===== config.mk =====
export PLATFORM = sky130hd
export DESIGN_NAME = traffic_light_fsm
export DESIGN_NICKNAME = d
export VERILOG_FILES = /design/src/rtl/traffic_light_fsm.sv
export SDC_FILE = /design/constraint.sdc
export NUM_CORES = 1
export LEC_CHECK = 0
export CELL_PAD_IN_SITES_DETAIL_PLACEMENT = 0
export CELL_PAD_IN_SITES_GLOBAL_PLACEMENT = 2
export CORE_MARGIN = 5
export CORE_UTILIZATION = 32
export CTS_CLUSTER_DIAMETER = 120
export DETAILED_ROUTE_END_ITERATION = 6
export PLACE_DENSITY = 0.75
export SLEW_MARGIN = 20
export SYNTH_ARGS = -nofsm -noshare
export SYNTH_HDL_FRONTEND = slang
export SYNTH_SLANG_ARGS = --single-unit
export TNS_END_PERCENT = 20

===== constraint.sdc =====
create_clock -name clk -period 2.4 [get_ports clk]
set_clock_uncertainty 0.2 [all_clocks]
set_input_delay 0.48 -clock clk [delete_from_list [all_inputs] [get_ports clk]]
set_output_delay 0.48 -clock clk [all_outputs]
set_load 0.05 [all_outputs]

===== src/rtl/traffic_light_fsm.sv =====
// Intersection controller: programmable phase timer counted in 1 Hz ticks; lamps decoded from the state register (zero latency).
// No backpressure: every input is a level or a one-clk pulse sampled on each clk edge.
module traffic_light_fsm #(
   parameter int CNT_W      = 4,
   parameter int T_BASE_DEF = 6,
   parameter int T_EXT_DEF  = 3,
   parameter int T_YEL_DEF  = 2
) (
   input  logic             clk,
   input  logic             sys_reset,
   input  logic             tick_1hz,
   input  logic             reset_db,
   input  logic             walk_db,
   input  logic             reprogram_db,
   input  logic             sensor_in,
   input  logic [1:0]       time_sel,
   input  logic [CNT_W-1:0] time_val,
   output logic [2:0]       main_rgy,
   output logic [2:0]       side_rgy,
   output logic             walk_lamp,
   output logic             walk_pending,
   output logic [2:0]       state_out
);

   typedef enum logic [2:0] {
      MAIN_G  = 3'd0,
      MAIN_G2 = 3'd1,
      MAIN_Y  = 3'd2,
      WALK    = 3'd3,
      SIDE_G  = 3'd4,
      SIDE_G2 = 3'd5,
      SIDE_Y  = 3'd6
   } state_t;

   localparam logic [CNT_W-1:0] BASE_DEF = CNT_W'(T_BASE_DEF);
   localparam logic [CNT_W-1:0] EXT_DEF  = CNT_W'(T_EXT_DEF);
   localparam logic [CNT_W-1:0] YEL_DEF  = CNT_W'(T_YEL_DEF);

   state_t           state_q, state_d;
   logic [CNT_W-1:0] cnt_q, dur_d, base_d;
   logic [CNT_W-1:0] t_base_q, t_ext_q, t_yel_q;
   logic             walk_pend_q, walk_prev_q, reprog_prev_q;
   logic             walk_rise, reprog_rise, expire, illegal, enter_walk;

   // A programmed zero becomes a one-tick phase so the counter never wraps.
   function automatic logic [CNT_W-1:0] clamp1(input logic [CNT_W-1:0] v);
      return (v == '0) ? CNT_W'(1) : v;
   endfunction

   assign walk_rise   = walk_db & ~walk_prev_q;
   assign reprog_rise = reprogram_db & ~reprog_prev_q;
   assign expire      = tick_1hz && (cnt_q <= CNT_W'(1));
   assign base_d      = (time_sel == 2'd0) ? time_val : t_base_q;
   assign enter_walk  = expire && !illegal && (state_d == WALK);

   always_comb begin
      state_d = MAIN_G;
      dur_d   = t_base_q;
      illegal = 1'b0;
      case (state_q)
         MAIN_G:  begin state_d = MAIN_G2; dur_d = sensor_in ? t_ext_q : t_base_q; end
         MAIN_G2: begin state_d = MAIN_Y;  dur_d = t_yel_q; end
         MAIN_Y:  begin
            state_d = walk_pend_q ? WALK : SIDE_G;
            dur_d   = walk_pend_q ? t_ext_q : t_base_q;
         end
         WALK:    begin state_d = SIDE_G;  dur_d = t_base_q; end
         SIDE_G:  begin
            state_d = sensor_in ? SIDE_G2 : SIDE_Y;
            dur_d   = sensor_in ? t_ext_q : t_yel_q;
         end
         SIDE_G2: begin state_d = SIDE_Y;  dur_d = t_yel_q; end
         SIDE_Y:  begin state_d = MAIN_G;  dur_d = t_base_q; end
         default: illegal = 1'b1;
      endcase
   end

   always_ff @(posedge clk or negedge sys_reset) begin
      if (!sys_reset) begin
         state_q       <= MAIN_G;
         cnt_q         <= BASE_DEF;
         t_base_q      <= BASE_DEF;
         t_ext_q       <= EXT_DEF;
         t_yel_q       <= YEL_DEF;
         walk_pend_q   <= 1'b0;
         walk_prev_q   <= 1'b0;
         reprog_prev_q <= 1'b0;
      end else begin
         // Edge registers track through soft reset so release creates no false edge.
         walk_prev_q   <= walk_db;
         reprog_prev_q <= reprogram_db;
         if (reset_db) begin
            state_q     <= MAIN_G;
            cnt_q       <= BASE_DEF;
            t_base_q    <= BASE_DEF;
            t_ext_q     <= EXT_DEF;
            t_yel_q     <= YEL_DEF;
            walk_pend_q <= 1'b0;
         end else if (reprog_rise) begin
            case (time_sel)
               2'd0:    t_base_q <= time_val;
               2'd1:    t_ext_q  <= time_val;
               2'd2:    t_yel_q  <= time_val;
               default: ;
            endcase
            state_q <= MAIN_G;
            cnt_q   <= clamp1(base_d);
            if (walk_rise) walk_pend_q <= 1'b1;
         end else begin
            if (illegal || expire) begin
               state_q <= state_d;
               cnt_q   <= clamp1(dur_d);
            end else if (tick_1hz) begin
               cnt_q <= cnt_q - CNT_W'(1);
            end
            if (enter_walk)     walk_pend_q <= 1'b0;
            else if (walk_rise) walk_pend_q <= 1'b1;
         end
      end
   end

   always_comb begin
      main_rgy  = 3'b100;
      side_rgy  = 3'b100;
      walk_lamp = 1'b0;
      case (state_q)
         MAIN_G, MAIN_G2: main_rgy = 3'b001;
         MAIN_Y:          main_rgy = 3'b010;
         WALK:            walk_lamp = 1'b1;
         SIDE_G, SIDE_G2: side_rgy = 3'b001;
         SIDE_Y:          side_rgy = 3'b010;
         default:         main_rgy = 3'b100;
      endcase
   end

   assign walk_pending = walk_pend_q;
   assign state_out    = state_q;

endmodule


After elaboration in Yosys (flattened, before gate mapping)

Index checks and enable logic that the tools add are counted.

Magnitude comparators: 1
Div/mod/pow operators: 0
Add/sub/neg operators: 1
Bitwise gates (word level): 4
Reductions and logical operators: 19
Shift-type cells: 0
Mux-type cells: 33
Equality and inequality tests: 9
Multipliers: 0

Operator list:

| cell                  | count |
|---|---|
| $mux W4               | 18 |
| $pmux W3 S6           | 1 |
| $pmux W4 S4           | 1 |
| $mux W3               | 4 |
| $pmux W3 S2           | 2 |
| $eq A3 B2 Y1 const B  | 3 |
| $eq A3 B3 Y1 const B  | 3 |
| $logic_not A4 Y1      | 2 |
| $reduce_or A7 Y1      | 1 |
| $mux W1               | 6 |
| $reduce_bool A2 Y1    | 3 |
| $reduce_or A2 Y1      | 3 |
| $le A4 B1 Y1 const B  | 1 |
| $reduce_and A2 Y1     | 2 |
| $reduce_bool A4 Y1    | 1 |
| $sub A4 B1 Y4 const B | 1 |
| $eq A3 B1 Y1 const B  | 1 |
| $logic_and A1 B1 Y1   | 3 |
| $logic_not A3 Y1      | 1 |
| $reduce_bool A3 Y1    | 1 |
| $and A1 B1 Y1         | 2 |
| $eq A2 B1 Y1 const B  | 1 |
| $eq A2 B2 Y1 const B  | 1 |
| $logic_not A2 Y1      | 1 |
| other kinds (3)       | 4 |

Bits in read-only memories: 0
Input port bits: 13
RAM bits: 0
Register bits: 22
Memories: 0
Bits in latches: 0
Output and inout port bits: 11
Word-level logic and storage cells: 75

Logic depth before layout (Yosys ltp)

Gate-level depths: netlist of the first run.

Depth in word-level cells: 8
Mapped depth: 7
Gate-level depth less buffers: 7

Worst setup path after synthesis of the first run

No wires, ideal clock.

Path kind: reg2reg
Start: reg state_q[0] (netlist: state_out[0])
End: reg walk_pend_q (netlist: walk_pending)
Buffers on the path: 2
Setup slack: -480 ps
Library setup time: 132 ps
Period minus slack after synthesis: 2880 ps
Arrival time: 2548 ps
Data required time: 2068 ps
Stages on the path, launching flop included: 7
Path through: dfrtp_1 > buf_2 > buf_2 > nor3_1 > a31oi_1 > a31oi_1 > nor2_1

Longest elaborated chain between the ends: 7
Elaborated cells on any way between the ends: 15
Those cells by class: eq/ne: 7; mux: 4; reduce/logical: 4

RTL lines:

| element                                             | line | RTL |
|---|---|---|
| start: declaration                                  | 39   | `state_t state_q, state_d;` |
| start signal: assignment                            | 111  | `state_q <= state_d;` |
| $eq A3 B3 Y1 (tied with other cells)                | 60   | `case (state_q)` |
| $pmux W3 S6 or $reduce_or A7 Y1 (tied branches)     | -    |  |
| $eq A3 B2 Y1 or $logic_and A1 B1 Y1 (tied branches) | 54   | `assign enter_walk = expire && !illegal && (state_d == WALK);` |
| $logic_and A1 B1 Y1 *                               | 54   |  |
| $mux W1 *                                           | 116  | `if (enter_walk) walk_pend_q <= 1'b0;` |
| $mux W1 *                                           | 99   | `end else if (reprog_rise) begin` |
| $mux W1 *                                           | 92   | `if (reset_db) begin` |
| end signal: assignment                              | 98   | `walk_pend_q <= 1'b0;` |
| end signal: assignment                              | 116  |  |
| end signal: assignment                              | 117  | `else if (walk_rise) walk_pend_q <= 1'b1;` |
| end: declaration                                    | 42   | `logic walk_pend_q, walk_prev_q, reprog_prev_q;` |

Every way passes the cells marked *; elsewhere a longest branch is shown, timed or not.
A chain may end at the register's enable or synchronous reset.

Worst setup path in the final report of the first run

Start: reg walk_pend_q (netlist: walk_pending)
End: out walk_pending

RTL lines:

| element                  | line | RTL |
|---|---|---|
| start signal: assignment | 85   | `walk_pend_q <= 1'b0;` |
| start signal: assignment | 98   |  |
| start signal: assignment | 108  | `if (walk_rise) walk_pend_q <= 1'b1;` |
| end: declaration         | 21   | `output logic walk_pending,` |

No word-level cell between the ends.

==> results of run 1 <==
cell usage in the layout, fill, tap and decap left out, types with 5 or more instances in the layout:
| cell type | count |
|---|---|
| nor3_1 | 6 |
| buf_12 | 6 |
| buf_4 | 22 |
| a21oi_1 | 6 |
| dfrtp_1 | 15 |
| clkdlybuf4s50_1 | 13 |
| inv_1 | 7 |
| nor2b_1 | 6 |
| a31oi_1 | 6 |
| dfstp_2 | 7 |
| nand2_1 | 7 |
| mux2i_1 | 8 |
| nor2_1 | 19 |
| o21ai_0 | 13 |
| a211o_1 | 5 |
cells by family after synthesis:
kind of cell | after synthesis
compound gates | 55
xor+xnor | 2
fa+ha+maj | 2
buf+inv | 18
flops | 22
mux | 10
simple gates | 62
metal layers:
layer,global-route usage,share of wire,up-vias
met4,0.0430,0.018,0
met3,0.0204,0.032,8
met1,0.209,0.48,686
met2,0.237,0.47,29
li1,-,-,705
met5,0,0,-
final cells by class:
type | count | area share
clock buffer | 4 | 0.0273
inverter | 8 | 0.0149
multi-input combinational | 131 | 0.440
sequential | 22 | 0.278
tap | 54 | 0.0336
timing repair buffer | 41 | 0.206
power by group through the flow:
| stage | sequential, mW | combinational [mW] | clock [mW] |
|---|---|---|---|
| after floorplan | 0.425 | 0.106 | 0 |
| after global placement | 0.426 | 0.189 | 0 |
| after detailed placement | 0.427 | 0.190 | 0 |
| after CTS | 0.420 | 0.192 | 0.279 |
| after global routing | 0.423 | 0.212 | 0.294 |
| final | 0.420 | 0.190 | 0.271 |
metrics by stage:
stage	area (um^2)	hold WS, ps
after detailed placement	1960	327
after global placement	1960	332
final	2010	345
after CTS	2010	352
after global routing	2010	401
after floorplan	1530	-15.6
worst max path at each step:
stage	start	end	slack, ps
5_1_grt	state_out[1]	main_rgy[1]	20
2_1_floorplan	state_out[2]	side_rgy[0]	-230
3_5_place_dp	sensor_in	cnt_q[2]	-60
6_report	walk_pending	walk_pending	120
4_1_cts	walk_pending	walk_pending	120
3_3_place_gp	sensor_in	cnt_q[2]	-30
registers in the layout, indices dropped and copies added (netlist names):
register	cells
cnt_q	4
t_ext_q	4
walk_pending	1
state_out	3
reprog_prev_q	1
t_yel_q	4
walk_prev_q	1
t_base_q	4
==> qor.yml, run 1 <==
io_buffers: 23
ys_seq_area_frac: 0.366
crit_path_end_kind: "output port"
grt_pass1_vias: 1448
synth_edf_count: 0
max_cap_violations: 0
wl_per_cell_um: 16.3
syn_to_final_growth_pct: 31.9
synth_most_common_cell: "nor2_1"
fin_nets: 222
hold_depth: 2
layout-drive-gt1-share: 0.228
power.share.clock: 0.307
cts.repair.resized: 0
n_fill_cell: 479
run_status: "completed"
core_area_mm2: 0.00469
drc_errors: 0
rsz0062_at_grt: "no"
min_to: "t_yel_q[2]"
synthCells: 171
post-route-period-util: 0.949
postSynthAreaPerCell_um2: 8.93
boundaryPins: 24
vias: 1428
crit_buf_inv: 1
dr.pass1.iters: 4
cts_hold_buf: 0
post-route-min-period_ps: 2280
yosys.area_share.simple: 0.232
synth.distinct_cells: 53
dpl.cell_count: 256
r2r_slack_ps: 320
cpLargestDelayFamily: "buffers and inverters"
synth-xor-area-share: 0.0115
final_core_util: 0.429
yosysTopAreaCellShare: 0.246
fmax_mhz: 439
slew_headroom: 0.670
power.switching_uw: 247
cts_tree: "built"
min-delay-path-class: "reg -> reg"
worstMarginPinSlew_ps: 494
critPathLaunchType: "flip-flop"
yosys_warnings: 0
finalSetupViolCount: 0
grt_pass1_wl_um: 7420
p_comb_frac: 0.216
start_util: 0.325
synth_compound_area_frac: 0.250
cts-root-buf: "clkbuf_8"
hold_violations: 0
synth_common_cells: "19 x nor2_1, 15 x dfrtp_1, 13 x o21ai_0, 8 x mux2i_1"
detail_route.wirelength_um: 4230
post_cts_buffers: 0
rows: 25
cts-htree-levels: 1
seq_power_share: 0.477
critPathRequiredTime_ps: 1720
path_cells: "clkdlybuf4s50_1"
intPower_uw: 633
synth_area_mm2: 0.00153
ir_drop_mv: 0.291
cts_buffers: 3
synthArstFlopShare: 1.00
tns_ps: 0
power_uw: 881
ant_nets: 0
grt_overflow_total: 0
antenna_found_initial: 0
clkTransAtPathRegs_ps: 80
die_x_um: 79.1
gp_congestion: 0.887
sw_frac_of_total: 0.281
crit_cells: 1
arrival_ps: 1600
multi_input_area_um2: 886
synth_adder_area_share: 0.0164
fp.dieH_um: 79.1
drt-vias-per-instance: 5.49
critPathKind: "reg -> out"
clock-sinks: 22
drt_iter0_drc: 141
ys_ff_latch: 22
slew_viol_final: 0
dieArea_mm2: 0.00625
rr_startpoint: "state_out[0]"
hold_start: "t_yel_q[2]"
ys_top_cells_by_area: "dfrtp_1 25%, dfstp_2 12%, mux2i_1 5.2%"
ys.flop_type: "dfrtp_1"
grt_max_degree: 23
yosys.area.top_type: "dfrtp_1"
clock_latency_ps: 260
dpl.hpwl_um: 3260
seqCellArea_um2: 559
setup_slack_ps: 123
clockBufferDepth: 2
critical-path-slowest-cell: "clkdlybuf4s50_1"
stdcell_count: 260
pre_cts_ws_ps: -59.0
muxShareOfSynthArea: 0.0672
grt_usage: 0.149
slowest_delay_ps: 850
postSynthNetCount: 186
diodes: 0
synth_top_family_by_area: "compound AO/OA/AOI/OAI gates"
p_per_area_mw_per_mm2: 438
reg2reg_to: "cnt_q[0]"
crit_path_max_fanout: 8
power_leakage_nw: 0.781
rr_worst_depth: 6
Power figures use the tool's default switching activity.
==> run 2: changes to the inputs <==
--- a/config.mk
+++ b/config.mk
@@ -7,7 +7,7 @@
 export LEC_CHECK = 0
 export CELL_PAD_IN_SITES_DETAIL_PLACEMENT = 0
 export CELL_PAD_IN_SITES_GLOBAL_PLACEMENT = 2
-export CORE_MARGIN = 5
+export CORE_MARGIN = 2
 export CORE_UTILIZATION = 32
 export CTS_CLUSTER_DIAMETER = 120
 export DETAILED_ROUTE_END_ITERATION = 6
==> run 2 against run 1 <==
Against the previous run:
- design area fell by 0.37%
- setup slack improved by 16 ps
- critical path type unchanged
- global-route usage rose by 1.5 points
- clock-buffer cell count did not move
- cell count fell by 0.38%
- utilization rose by 0.13 points
- sequential cell count did not move
- combinational power barely moved
- non-clock buffer count fell by 1
- sequential power barely moved
- first-iteration DRC count fell by 40%
- largest power group unchanged
- sequential share of layout area rose by 0.10 points
==> qor.yml, run 2 (same netlist as run 1, synthesis figures left out) <==
antenna_found_initial: 0  # unchanged
ir_drop_mv: 0.210  # -28%
cts.repair.resized: 0  # unchanged
fmax_mhz: 442  # +0.71%
rows: 25  # unchanged
critPathRequiredTime_ps: 1720  # about the same
r2r_slack_ps: 260  # -60 ps
clkTransAtPathRegs_ps: 80  # about the same
finalSetupViolCount: 0  # unchanged
hold_violations: 0  # unchanged
cts-htree-levels: 1  # unchanged
min-delay-path-class: "reg -> reg"
critical-path-slowest-cell: "dfrtp_1"
post-route-min-period_ps: 2260  # -16.1 ps
crit_buf_inv: 2  # +1
crit_path_max_fanout: 12  # +4
setup_slack_ps: 139  # +16.1 ps
post_cts_buffers: 0  # unchanged
post-route-period-util: 0.942  # -0.00670
drt_iter0_drc: 85  # -40%
cpLargestDelayFamily: "flip-flops"
detail_route.wirelength_um: 4180  # -1.1%
p_per_area_mw_per_mm2: 437  # -0.13%
wl_per_cell_um: 16.2  # -0.73%
diodes: 0  # unchanged
min_to: "t_yel_q[2]"
arrival_ps: 1580  # -20 ps
cts-root-buf: "clkbuf_8"
rr_worst_depth: 7  # +1
grt_pass1_wl_um: 6850  # -7.6%
hold_depth: 2  # unchanged
slew_headroom: 0.671  # +0.00182
vias: 1429  # +0.070%
crit_path_end_kind: "output port"
drc_errors: 0  # unchanged
hold_start: "t_yel_q[2]"
syn_to_final_growth_pct: 31.4
fin_nets: 221  # -0.45%
reg2reg_to: "cnt_q[3]"
cts_hold_buf: 0  # unchanged
final_core_util: 0.430  # +0.00127
grt_overflow_total: 0  # unchanged
gp_congestion: 0.873  # -1.7%
clock-sinks: 22  # unchanged
cts_tree: "built"
slowest_delay_ps: 610  # -240 ps
pre_cts_ws_ps: -64.8  # -5.78 ps
core_area_mm2: 0.00466  # -0.67%
io_buffers: 23  # unchanged
worstMarginPinSlew_ps: 491  # -2.72 ps
grt_pass1_vias: 1408  # -2.8%
cts_buffers: 3  # unchanged
slew_viol_final: 0  # unchanged
grt_max_degree: 23  # unchanged
rr_startpoint: "cnt_q[1]"
max_cap_violations: 0  # unchanged
start_util: 0.328  # +0.00218
clock_latency_ps: 260  # about the same
dr.pass1.iters: 5  # +1
die_x_um: 73.1  # -7.6%
critPathKind: "reg -> out"
rsz0062_at_grt: "no"
drt-vias-per-instance: 5.52  # +0.46%
dpl.hpwl_um: 3210  # -1.7%
final_cell_mix: "21 x buf_4, 19 x nor2_1, 15 x dfrtp_1"
final_common_cell: "buf_4"
layout-drive-gt1-share: 0.224  # -0.00377
run_status: "completed"
boundaryPins: 24  # unchanged
grt_usage: 0.163  # +0.0146
dieArea_mm2: 0.00534  # -15%
clockBufferDepth: 2  # unchanged
ant_nets: 0  # unchanged
power_leakage_nw: 0.776  # -0.58%
critPathLaunchType: "flip-flop"
fp.dieH_um: 73.1  # -7.6%
path_cells: "inv_1 > nor3_2 > buf_12"
==> run 2: cell count changes in the layout (fill, tap and decap cells not counted), sizes merged <==
cell,change
buf,-1
==> run 2: tightest hold or removal path, delay by kind of cell (launching register included) <==
family | cells | cell delay [ps]
flip-flops | 1 | 370
multiplexers | 1 | 70
AND/OR/NAND/NOR | 1 | 70
==> run 2: worst max-delay path by stage <==
stage            startpoint  depth (start not counted)           to
6_report       state_out[1]                          3  main_rgy[1]
4_1_cts        state_out[1]                          3  main_rgy[1]
2_1_floorplan  state_out[2]                          3  side_rgy[0]
3_3_place_gp      sensor_in                          6     cnt_q[2]
3_5_place_dp      sensor_in                          6     cnt_q[2]
5_1_grt        state_out[1]                          3  main_rgy[1]
==> run 2: power breakdown <==
group          leakage, nW  internal (mW)  switching (mW)
combinational        0.472         0.0903          0.0995
clock               0.0288          0.146           0.121
sequential           0.275          0.395          0.0241
==> run 2: final cells by class <==
type / instances / area [um^2]
well taps: 54 / 67.6
clock buffers: 4 / 55.1
fillers: 452 / 2660
inverters: 8 / 30.0
repair buffers: 40 / 408
flip-flops and latches: 22 / 559
multi-input cells: 131 / 886
==> run 2: through the flow <==
stage          total power [mW]  std cells  setup TNS, ps  hold slack [ps]  instance area (um^2)
2_1_floorplan             0.531        171           -358            -15.6                  1530
3_3_place_gp              0.614        255          -52.6              338                  1950
3_5_place_dp              0.616        255          -64.8              333                  1950
4_1_cts                   0.889        259              0              354                  2010
5_1_grt                   0.928        259              0              377                  2010
6_report                  0.876        259              0              351                  2010
==> run 2: metal layers <==
metal	track usage	wire [um]
met5	0	0
met4	0.0494	16
met3	0.0180	116
met2	0.272	2050
met1	0.221	2000
